[config.mk]
export PLATFORM = sky130hd
export DESIGN_NAME = sd_stream_loader_flat
export DESIGN_NICKNAME = d
export VERILOG_FILES = /design/src/rtl/sd_stream_loader_pkg.sv /design/src/rtl/sd_stream_loader_if.sv /design/src/rtl/sd_stream_loader_word_fifo.sv /design/src/rtl/sd_stream_loader.sv /design/src/flat_wrapper.sv
export SDC_FILE = /design/constraint.sdc
export NUM_CORES = 1
export LEC_CHECK = 0
export ABC_CLOCK_PERIOD_IN_PS = 7210
export CAP_MARGIN = 5
export CORE_MARGIN = 1.5
export CORE_UTILIZATION = 55
export CTS_CLUSTER_DIAMETER = 60
export DETAILED_ROUTE_END_ITERATION = 7
export GPL_TIMING_DRIVEN = 0
export HOLD_SLACK_MARGIN = 0.02
export PLACE_DENSITY = 0.79
export SLEW_MARGIN = 20
export SYNTH_ARGS = -nofsm -noshare
export SYNTH_HDL_FRONTEND = slang
export SYNTH_HIERARCHICAL = 1
export SYNTH_SLANG_ARGS = --single-unit
[constraint.sdc]
create_clock -name clk -period 7.21 [get_ports clk]
set_input_delay 1.442 -clock clk [delete_from_list [all_inputs] [get_ports clk]]
set_output_delay 1.442 -clock clk [all_outputs]
set_load 0.1 [all_outputs]
[src/rtl/sd_stream_loader_pkg.sv]
// Shared definitions for the SD stream loader: FSM state encoding and error codes.
package sd_stream_loader_pkg;

  typedef enum logic [2:0] {
    S_IDLE   = 3'd0,
    S_MAGIC  = 3'd1,
    S_LEN_LO = 3'd2,
    S_LEN_HI = 3'd3,
    S_DATA   = 3'd4,
    S_DRAIN  = 3'd5,
    S_DONE   = 3'd6,
    S_ERR    = 3'd7
  } state_e;

  localparam logic [1:0] ERR_NONE  = 2'd0;
  localparam logic [1:0] ERR_MAGIC = 2'd1;
  localparam logic [1:0] ERR_LEN   = 2'd2;
  localparam logic [1:0] ERR_OVF   = 2'd3;

endpackage

[src/rtl/sd_stream_loader_if.sv]
// Byte stream from the SD reader plus the BRAM write port, bundled for the loader.
interface sd_stream_loader_if #(
  parameter int DATA_W = 32,
  parameter int ADDR_W = 12
);
  logic              sd_rd_en;
  logic              sd_outen;
  logic [7:0]        sd_outbyte;
  logic              wr_valid;
  logic              wr_ready;
  logic [ADDR_W-1:0] wr_addr;
  logic [DATA_W-1:0] wr_data;

  modport master (
    output sd_rd_en, wr_valid, wr_addr, wr_data,
    input  sd_outen, sd_outbyte, wr_ready
  );

  modport slave (
    input  sd_rd_en, wr_valid, wr_addr, wr_data,
    output sd_outen, sd_outbyte, wr_ready
  );
endinterface

[src/rtl/sd_stream_loader_word_fifo.sv]
// Synchronous first-word-fall-through FIFO; push into a full FIFO is taken only with a pop.
module sd_word_fifo #(
  parameter int DATA_W = 32,
  parameter int DEPTH  = 4
) (
  input  logic              clk,
  input  logic              rst,
  input  logic              flush,
  input  logic              push,
  input  logic [DATA_W-1:0] push_data,
  input  logic              pop,
  output logic [DATA_W-1:0] head,
  output logic              full,
  output logic              empty
);
  localparam int PTR_W = (DEPTH > 1) ? $clog2(DEPTH) : 1;

  logic [PTR_W:0]    wr_ptr_q, wr_ptr_d;
  logic [PTR_W:0]    rd_ptr_q, rd_ptr_d;
  logic [DATA_W-1:0] mem_q [DEPTH];
  logic              do_push, do_pop;

  assign empty   = (wr_ptr_q == rd_ptr_q);
  assign full    = (wr_ptr_q[PTR_W] != rd_ptr_q[PTR_W]) &&
                   (wr_ptr_q[PTR_W-1:0] == rd_ptr_q[PTR_W-1:0]);
  assign do_pop  = pop && !empty;
  assign do_push = push && (!full || do_pop);
  // Head is forced to zero when empty so the write data bus is quiet between words.
  assign head    = empty ? '0 : mem_q[rd_ptr_q[PTR_W-1:0]];

  always_comb begin
    wr_ptr_d = wr_ptr_q;
    rd_ptr_d = rd_ptr_q;
    if (do_push) wr_ptr_d = wr_ptr_q + (PTR_W+1)'(1);
    if (do_pop)  rd_ptr_d = rd_ptr_q + (PTR_W+1)'(1);
    if (flush) begin
      wr_ptr_d = '0;
      rd_ptr_d = '0;
    end
  end

  always_ff @(posedge clk) begin
    if (rst) begin
      wr_ptr_q <= '0;
      rd_ptr_q <= '0;
    end else begin
      wr_ptr_q <= wr_ptr_d;
      rd_ptr_q <= rd_ptr_d;
    end
  end

  always_ff @(posedge clk) begin
    if (do_push && !flush) mem_q[wr_ptr_q[PTR_W-1:0]] <= push_data;
  end

endmodule

[src/rtl/sd_stream_loader.sv]
// Parses a framed SD file (magic, 16-bit LE word count, payload) and writes the packed
// payload words to sequential BRAM addresses through a small FWFT word FIFO.
module sd_stream_loader
  import sd_stream_loader_pkg::*;
#(
  parameter int         DATA_W     = 32,
  parameter int         ADDR_W     = 12,
  parameter int         FIFO_DEPTH = 4,
  parameter logic [7:0] MAGIC      = 8'hA5
) (
  input  logic              clk,
  input  logic              rst,
  input  logic              start,
  sd_stream_loader_if.master bus,
  output logic              busy,
  output logic              done,
  output logic              err,
  output logic [1:0]        err_code,
  output logic [ADDR_W:0]   words_written
);
  localparam int          WB        = DATA_W / 8;
  localparam int          LANE_W    = (WB > 1) ? $clog2(WB) : 1;
  localparam int unsigned MAX_WORDS = 32'd1 << ADDR_W;

  state_e            state_q, state_d;
  logic [7:0]        len_lo_q, len_lo_d;
  logic [16:0]       len_q, len_d;
  logic [16:0]       pushed_q, pushed_d;
  logic [LANE_W-1:0] lane_q, lane_d;
  logic [DATA_W-1:0] pack_q, pack_d;
  logic [ADDR_W-1:0] addr_q, addr_d;
  logic [ADDR_W:0]   wcnt_q, wcnt_d;
  logic              busy_q, busy_d, done_q, done_d, err_q, err_d, rden_q, rden_d;
  logic [1:0]        code_q, code_d;
  logic [15:0]       n_word;

  logic              fifo_push, fifo_pop, fifo_flush, fifo_full, fifo_empty;
  logic [DATA_W-1:0] fifo_head;

  sd_word_fifo #(.DATA_W(DATA_W), .DEPTH(FIFO_DEPTH)) u_fifo (
    .clk       (clk),
    .rst       (rst),
    .flush     (fifo_flush),
    .push      (fifo_push),
    .push_data (pack_d),
    .pop       (fifo_pop),
    .head      (fifo_head),
    .full      (fifo_full),
    .empty     (fifo_empty)
  );

  assign fifo_pop      = !fifo_empty && bus.wr_ready;
  assign bus.wr_valid  = !fifo_empty;
  assign bus.wr_data   = fifo_head;
  assign bus.wr_addr   = addr_q;
  assign bus.sd_rd_en  = rden_q;
  assign busy          = busy_q;
  assign done          = done_q;
  assign err           = err_q;
  assign err_code      = code_q;
  assign words_written = wcnt_q;
  assign n_word        = {bus.sd_outbyte, len_lo_q};

  always_comb begin
    state_d    = state_q;
    len_lo_d   = len_lo_q;
    len_d      = len_q;
    pushed_d   = pushed_q;
    lane_d     = lane_q;
    pack_d     = pack_q;
    addr_d     = addr_q;
    wcnt_d     = wcnt_q;
    busy_d     = busy_q;
    done_d     = done_q;
    err_d      = err_q;
    rden_d     = rden_q;
    code_d     = code_q;
    fifo_push  = 1'b0;
    fifo_flush = 1'b0;

    if (fifo_pop) begin
      addr_d = addr_q + ADDR_W'(1);
      wcnt_d = wcnt_q + (ADDR_W+1)'(1);
    end

    case (state_q)
      S_IDLE, S_DONE, S_ERR: begin
        if (start) begin
          state_d    = S_MAGIC;
          busy_d     = 1'b1;
          rden_d     = 1'b1;
          done_d     = 1'b0;
          err_d      = 1'b0;
          code_d     = ERR_NONE;
          pushed_d   = '0;
          lane_d     = '0;
          addr_d     = '0;
          wcnt_d     = '0;
          fifo_flush = 1'b1;
        end
      end
      S_MAGIC: begin
        if (bus.sd_outen) begin
          if (bus.sd_outbyte != MAGIC) begin
            state_d    = S_ERR;
            err_d      = 1'b1;
            code_d     = ERR_MAGIC;
            busy_d     = 1'b0;
            rden_d     = 1'b0;
            fifo_flush = 1'b1;
          end else begin
            state_d = S_LEN_LO;
          end
        end
      end
      S_LEN_LO: begin
        if (bus.sd_outen) begin
          len_lo_d = bus.sd_outbyte;
          state_d  = S_LEN_HI;
        end
      end
      S_LEN_HI: begin
        if (bus.sd_outen) begin
          if (n_word == 16'd0) begin
            state_d = S_DONE;
            done_d  = 1'b1;
            busy_d  = 1'b0;
            rden_d  = 1'b0;
          end else if (32'(n_word) > MAX_WORDS) begin
            state_d    = S_ERR;
            err_d      = 1'b1;
            code_d     = ERR_LEN;
            busy_d     = 1'b0;
            rden_d     = 1'b0;
            fifo_flush = 1'b1;
          end else begin
            len_d   = {1'b0, n_word};
            state_d = S_DATA;
          end
        end
      end
      S_DATA: begin
        if (bus.sd_outen) begin
          pack_d[8*int'(lane_q) +: 8] = bus.sd_outbyte;
          if (lane_q == LANE_W'(WB-1)) begin
            lane_d = '0;
            // The reader cannot be stalled, so a word with nowhere to go aborts the load.
            if (fifo_full && !fifo_pop) begin
              state_d    = S_ERR;
              err_d      = 1'b1;
              code_d     = ERR_OVF;
              busy_d     = 1'b0;
              rden_d     = 1'b0;
              fifo_flush = 1'b1;
            end else begin
              fifo_push = 1'b1;
              pushed_d  = pushed_q + 17'd1;
              if (pushed_d == len_q) begin
                state_d = S_DRAIN;
                rden_d  = 1'b0;
              end
            end
          end else begin
            lane_d = lane_q + LANE_W'(1);
          end
        end
      end
      S_DRAIN: begin
        if (fifo_empty) begin
          state_d = S_DONE;
          done_d  = 1'b1;
          busy_d  = 1'b0;
        end
      end
      default: state_d = S_IDLE;
    endcase
  end

  always_ff @(posedge clk) begin
    if (rst) begin
      state_q  <= S_IDLE;
      pushed_q <= '0;
      lane_q   <= '0;
      addr_q   <= '0;
      wcnt_q   <= '0;
      busy_q   <= 1'b0;
      done_q   <= 1'b0;
      err_q    <= 1'b0;
      rden_q   <= 1'b0;
      code_q   <= ERR_NONE;
    end else begin
      state_q  <= state_d;
      pushed_q <= pushed_d;
      lane_q   <= lane_d;
      addr_q   <= addr_d;
      wcnt_q   <= wcnt_d;
      busy_q   <= busy_d;
      done_q   <= done_d;
      err_q    <= err_d;
      rden_q   <= rden_d;
      code_q   <= code_d;
    end
  end

  always_ff @(posedge clk) begin
    len_lo_q <= len_lo_d;
    len_q    <= len_d;
    pack_q   <= pack_d;
  end

endmodule

[src/flat_wrapper.sv]
// flat-port wrapper written by rule: the top's interface ports become plain ports
module sd_stream_loader_flat import sd_stream_loader_pkg::*;
#(
  parameter int         DATA_W     = 32,
  parameter int         ADDR_W     = 12,
  parameter int         FIFO_DEPTH = 4,
  parameter logic [7:0] MAGIC      = 8'hA5
)
  (clk, rst, start, busy, done, err, err_code, words_written, bus_sd_rd_en, bus_wr_valid, bus_wr_addr, bus_wr_data, bus_sd_outen, bus_sd_outbyte, bus_wr_ready);
  sd_stream_loader_if #(.DATA_W(DATA_W), .ADDR_W(ADDR_W)) bus_i ();
  input  logic clk;
  input  logic rst;
  input  logic start;
  output logic busy;
  output logic done;
  output logic err;
  output logic [1:0] err_code;
  output logic [ADDR_W:0] words_written;
  output wire logic [$bits(bus_i.sd_rd_en)-1:0] bus_sd_rd_en;
  output wire logic [$bits(bus_i.wr_valid)-1:0] bus_wr_valid;
  output wire logic [$bits(bus_i.wr_addr)-1:0] bus_wr_addr;
  output wire logic [$bits(bus_i.wr_data)-1:0] bus_wr_data;
  input wire logic [$bits(bus_i.sd_outen)-1:0] bus_sd_outen;
  input wire logic [$bits(bus_i.sd_outbyte)-1:0] bus_sd_outbyte;
  input wire logic [$bits(bus_i.wr_ready)-1:0] bus_wr_ready;
  assign bus_sd_rd_en = bus_i.sd_rd_en;
  assign bus_wr_valid = bus_i.wr_valid;
  assign bus_wr_addr = bus_i.wr_addr;
  assign bus_wr_data = bus_i.wr_data;
  assign bus_i.sd_outen = bus_sd_outen;
  assign bus_i.sd_outbyte = bus_sd_outbyte;
  assign bus_i.wr_ready = bus_wr_ready;
  sd_stream_loader #(.DATA_W(DATA_W), .ADDR_W(ADDR_W), .FIFO_DEPTH(FIFO_DEPTH), .MAGIC(MAGIC)) u_core (.clk(clk), .rst(rst), .start(start), .bus(bus_i), .busy(busy), .done(done), .err(err), .err_code(err_code), .words_written(words_written));
endmodule
Word-level counts from Yosys, hierarchy flattened --
Memory sizes are Yosys's and may differ from the RTL's. A register that Yosys moved wholly into a read port is not among the register bits. Index checks and enable logic that the tools add are counted. W data, S select, Z words.
Cells by class: $add $sub $neg 7, magnitude comparators 1, equality and inequality tests 28, shift operators 2, mux-type cells 89, bitwise gates (word level) 2, reduce and logical (&&, ||, !) cells 28
Operators with widths (number):
- $mux W32 | 3
- $mux W17 | 4
- $mux W1 | 41
- $mux W13 | 3
- $mux W12 | 3
- $pmux W17 S2 | 1
- $mux W3 | 11
- $neg A5 Y33 | 1
- $shift A8 B33 Y32 const A | 1
- $shiftx A8 B33 Y32 | 1
- $bwmux W32 | 1
- $mux W2 | 14
- $reduce_and A10 Y1 | 2
- $pmux W3 S6 | 1
- $add A17 B1 Y17 const B | 1
- $eq A17 B16 Y1 | 1
- $gt A16 B13 Y1 const B | 1
- $logic_not A16 Y1 | 1
- $ne A2 B2 Y1 const B | 7
- $add A13 B1 Y13 const B | 1
- $add A12 B1 Y12 const B | 1
- $eq A3 B3 Y1 const B | 4
- $ne A2 B1 Y1 const B | 6
- $pmux W1 S4 | 3
- 31 further kinds | 44
Word-level totals: register bits after elaboration 115, RAM bits 128, logic and storage cells 173, memories 1
Memories:
- u_core.u_fifo.mem_q | depth 4, width 32, rd ports 1, clocked after Yosys merged registers in 1, write ports 1, line sd_stream_loader_word_fifo.sv:20 | logic [DATA_W-1:0] mem_q [DEPTH];

Logic depth before layout (Yosys ltp) --
depth in word-level cells 13, mapped depth 12, depth with buffers taken out 10

Modules after synthesis --
The synthesis kept the hierarchy.
Modules (own cells, without submodules):
- sd_word_fifo | instances 1, cells each 260, area an instance 5346.4 µm², sequential area each 4003.8 µm²
- sd_stream_loader | instances 1, cells each 588, area an instance 5154.9 µm², sequential area each 2422.3 µm²

Worst setup path after synthesis --
Ideal clock, no wire load.
kind input port to flip-flop, start point input port bus_sd_outbyte[3], end point memory u_core.u_fifo.mem_q[0][0] (enable), library setup time 0.461 ns, arrival time 5.364 ns, slack 1.385 ns, stages on the path 7, buffers on the path 0, cells stage by stage or4_1 o31ai_2 a21boi_1 o311ai_1 nand2_1 a41o_1 nor3_1
On the way: word-level cells in the longest chain between the ends 9, elaborated cells between the ends (all ways) 13, those cells by class order compare: 1; eq/ne: 1; mux: 8; reduce/logical: 3
RTL lines:
- start, declared | line flat_wrapper.sv:24 | input wire logic [$bits(bus_i.sd_outbyte)-1:0] bus_sd_outbyte;
- $gt A16 B13 Y1 | line sd_stream_loader.sv:129 | end else if (32'(n_word) > MAX_WORDS) begin
- $mux W1 | line sd_stream_loader.sv:129
- $mux W1 | line sd_stream_loader.sv:124 | if (n_word == 16'd0) begin
- $mux W1 | line sd_stream_loader.sv:123 | if (bus.sd_outen) begin
- $pmux W1 S4 * | line sd_stream_loader.sv:86 | case (state_q)
- net u_core.fifo_flush | line sd_stream_loader.sv:37 | logic fifo_push, fifo_pop, fifo_flush, fifo_full, fifo_empty;
- $logic_not A1 Y1 * | line sd_stream_loader_word_fifo.sv:53 | if (do_push && !flush) mem_q[wr_ptr_q[PTR_W-1:0]] <= push_data;
- $logic_and A1 B1 Y1 * | line sd_stream_loader_word_fifo.sv:53
- $mux W1 * | line sd_stream_loader_word_fifo.sv:53
- $mux W1 (implied by the code) * | line sd_stream_loader_word_fifo.sv:53
- end, declared | line sd_stream_loader_word_fifo.sv:20
The timed path passes the listed nets; every way through them passes the cells marked *.

Worst setup path after layout --
start point input port bus_sd_outbyte[2], end point memory u_core.u_fifo.mem_q[1][27] (enable)
Same word-level chain as after synthesis.

==> flow_metrics.py <==
metrics = {
    "final_layout": {
        "n_antenna_cell": 0,
        "drive_gt1_share_pct": 13.14,
        "final_cell_mix": "edfxtp_1, nand2_1, dfxtp_1, clkdlybuf4s50_1, o21ai_0",
        "layout_commonest_cell": "edfxtp_1",
        "final_nets": 990,
        "area_growth_pct": 19.73,
    },
    "timing": {
        "fin_ws_ps": 2016,
        "setup_tns_ps": 0,
        "hold_viol": 0,
        "setup_viol": 0,
        "min_period_ps": 5194,
        "max_freq_mhz": 192.5,
        "drv_slew": 0,
        "slew_headroom_pct": 33.49,
        "fin_crit_sh_pct": 72.04,
        "skew_ps": 22.67,
        "worst_pin_slew_ps": 994.6,
        "rsz0062_at_grt": "false",
    },
    "pwr": {
        "leakage_nw": 4.157,
        "power.density_nw_per_um2": 269.7,
        "peakVddDrop_mv": 0.2379,
    },
    "global_routing": {
        "grtUsageMet3_pct": 3.499,
        "grt_pass1_wl_um": 37690,
        "met2_usage_pct": 41.51,
        "overflow": 0,
        "grt_max_degree": 20,
        "top_usage_layer": "met2",
        "track_usage_pct": 24.14,
        "grt_util_met1_pct": 30.92,
        "grt_pass1_vias": 7200,
        "antenna_found_initial": 0,
    },
    "logic_synthesis": {
        "ys_types": 67,
        "yosysSeqAreaShare_pct": 61.19,
        "async_reset_ff_share_pct": 0,
        "synth_top_cell_area_share_pct": 43.46,
        "synth.avg_cell_area_um2": 12.38,
        "synth_nets": 875,
        "synth_cells": 848,
        "synth-edff-count": 152,
        "synthTopCellsByArea": "edfxtp_1, dfxtp_1, mux4_2",
        "ys_ff_latch": 245,
        "yosys.area.top_type": "edfxtp_1",
        "synth_area_um2": 10500,
        "synthFlopType": "edfxtp_1",
        "synth-warning-count": 6,
    },
    "outcome": {
        "run_status": "complete, no violations",
    },
    "min_path": {
        "holdCritPathClass": "flop to flop",
        "min_to": "u_core/len_q[2]$_DFFE_PP_",
        "hp-start": "u_core/len_lo_q[2]$_DFFE_PP_",
        "hold_depth": 0,
    },
    "clock_tree": {
        "cts_hold_buf": 0,
        "cts_resized": 0,
        "h-tree-depth": 1,
        "cts.sinks": 245,
        "cts-root-buf": "clkbuf_16",
        "cts_tree": "built",
        "clk_latency_ps": 540,
        "cts_buffers": 25,
        "clockBufferDepth": 3,
        "post-cts-setup-buffer-count": 0,
        "clk_pin_slew_ps": 60,
    },
    "critical_path": {
        "cp-start-kind": "input port",
        "crit_arrival_ps": 5440,
        "cp.required_ps": 7450,
        "critical_path.max_fanout": 9,
        "r2r_start": "u_core/u_fifo/wr_ptr_q[1]$_SDFFE_PP0P_",
        "r2r_slack_ps": 2700,
        "critPathCaptureType": "flop",
        "rr_worst_depth": 13,
        "reg2reg_to": "u_core/u_fifo/mem_q[1][27]$_DFFE_PP_",
        "crit_type": "input port to flop",
    },
    "placement": {
        "dp_worst_setup_slack_ps": 1483,
        "gp_congestion": 0.8966,
        "dp_hpwl_um": 15790,
        "portBuffers": 76,
    },
    "die": {
        "start_util_pct": 56.14,
        "rows": 50,
        "ios": 77,
        "core_area_um2": 18710,
        "dieHeight_um": 141.2,
        "fp.dieW_um": 141.2,
        "die_area_um2": 19930,
    },
    "detailed_routing": {
        "dr.pass1.iters": 5,
        "detail_route.wl_per_cell_um": 19.45,
        "ant_nets": 0,
        "finalWirelength_um": 23650,
        "route.detailed.drc": 0,
        "vias": 7297,
        "drt_iter0_markers": 569,
        "vias_per_cell": 6.001,
    },
    "flow_run": {
        "max-cap-violations": 0,
    },
}
==> logic make-up after synthesis <==
| kind of cell | count (synthesis) | synth area share, % |
|---|---|---|
| adder cells (fa/ha/maj) | 14 | 1.668 |
| XOR/XNOR | 41 | 3.419 |
| AND/OR/NAND/NOR | 310 | 15.08 |
| AO/OA/AOI/OAI | 138 | 8.245 |
| buffers and inverters | 59 | 2.669 |
| multiplexers | 41 | 7.721 |
| flip-flops | 245 | 61.19 |
==> registers in the layout, summed over array words and instances, names as in the netlist, 8 cells and up, named ones only <==
name,cells
u_core/bus.wr_addr,12
u_core/len_lo_q,8
u_core/len_q,16
u_core/pack_q,32
u_core/pushed_q,17
u_core/u_fifo/mem_q,128
u_core/words_written,13
==> routing by layer <==
| layer | share of wire, % | wire [µm] |
|---|---|---|
| met3 | 6.7 | 1589 |
| met2 | 50 | 11770 |
| met4 | 3.9 | 915 |
| met1 | 40 | 9375 |
| met5 | 0 | 0 |
==> synth_stat cells, types with 14 or more instances <==
cell type and n:
ha_1 14, nor3_1 18, edfxtp_1 152, a21oi_1 33
nand4_1 14, xor2_1 22, or3_1 14, clkbuf_1 14
mux4_2 32, nor2_1 53, nand2_1 102, o21ai_0 54
xnor2_1 19, inv_1 22, nand3_1 20, dfxtp_1 93
nor2b_1 33
==> final cells by class <==
| cell class | instances | area, µm² |
|---|---|---|
| Timing Repair Buffer | 88 | 885.9 |
| Buffer | 37 | 197.7 |
| Fill cell | 1315 | 6132 |
| Multi-Input combinational cell | 544 | 3830 |
| Inverter | 22 | 82.58 |
| Clock buffer | 29 | 670.6 |
| Tap cell | 234 | 292.8 |
| Clock inverter | 17 | 187.7 |
| Sequential cell | 245 | 6426 |
==> critical path: stages <==
cell and delay [ps]:
clkdlybuf4s50_1 680, or4_1 680, o31ai_2 300, a21boi_1 170, o311ai_1 390, nand2_1 230, a41o_1 350, nor3_2 630
buf_4 320, buf_4 220
==> through the flow <==
| stage | cell area [µm²] | std cells | utilization (%) | power [W] | hold WS, ps |
|---|---|---|---|---|---|
| 2_1_floorplan | 10500 | 848 | - | 0.001942 | 416.9 |
| 5_1_grt | 12570 | 1216 | 67.22 | 0.003500 | 459.6 |
| 3_5_place_dp | 11700 | 1170 | 62.56 | 0.002076 | 430.9 |
| 6_report | 12570 | 1216 | 67.22 | 0.003391 | 447.4 |
| 3_3_place_gp | 11550 | 1158 | 61.77 | 0.002060 | 425.8 |
| 4_1_cts | 12560 | 1216 | 67.15 | 0.003398 | 445.1 |
==> how the worst max path moves through the flow <==
stage | from | end
floorplan | bus_sd_outbyte[3] | u_core/u_fifo/mem_q[0][0]$_DFFE_PP_
global placement | bus_sd_outbyte[0] | u_core/u_fifo/mem_q[2][29]$_DFFE_PP_
detailed placement | bus_sd_outbyte[0] | u_core/u_fifo/mem_q[0][29]$_DFFE_PP_
CTS | bus_sd_outbyte[3] | u_core/u_fifo/mem_q[0][29]$_DFFE_PP_
global route | bus_sd_outbyte[3] | u_core/u_fifo/mem_q[1][27]$_DFFE_PP_
finish | bus_sd_outbyte[2] | u_core/u_fifo/mem_q[1][27]$_DFFE_PP_
==> report_power, final <==
group / internal [W] / leakage, nW / switching (W)
registers: 0.00155 / 2.15 / 0.0000237
logic: 0.000130 / 1.59 / 0.000359
clock network: 0.000780 / 0.423 / 0.000544
(Power assumes the default switching activity.)
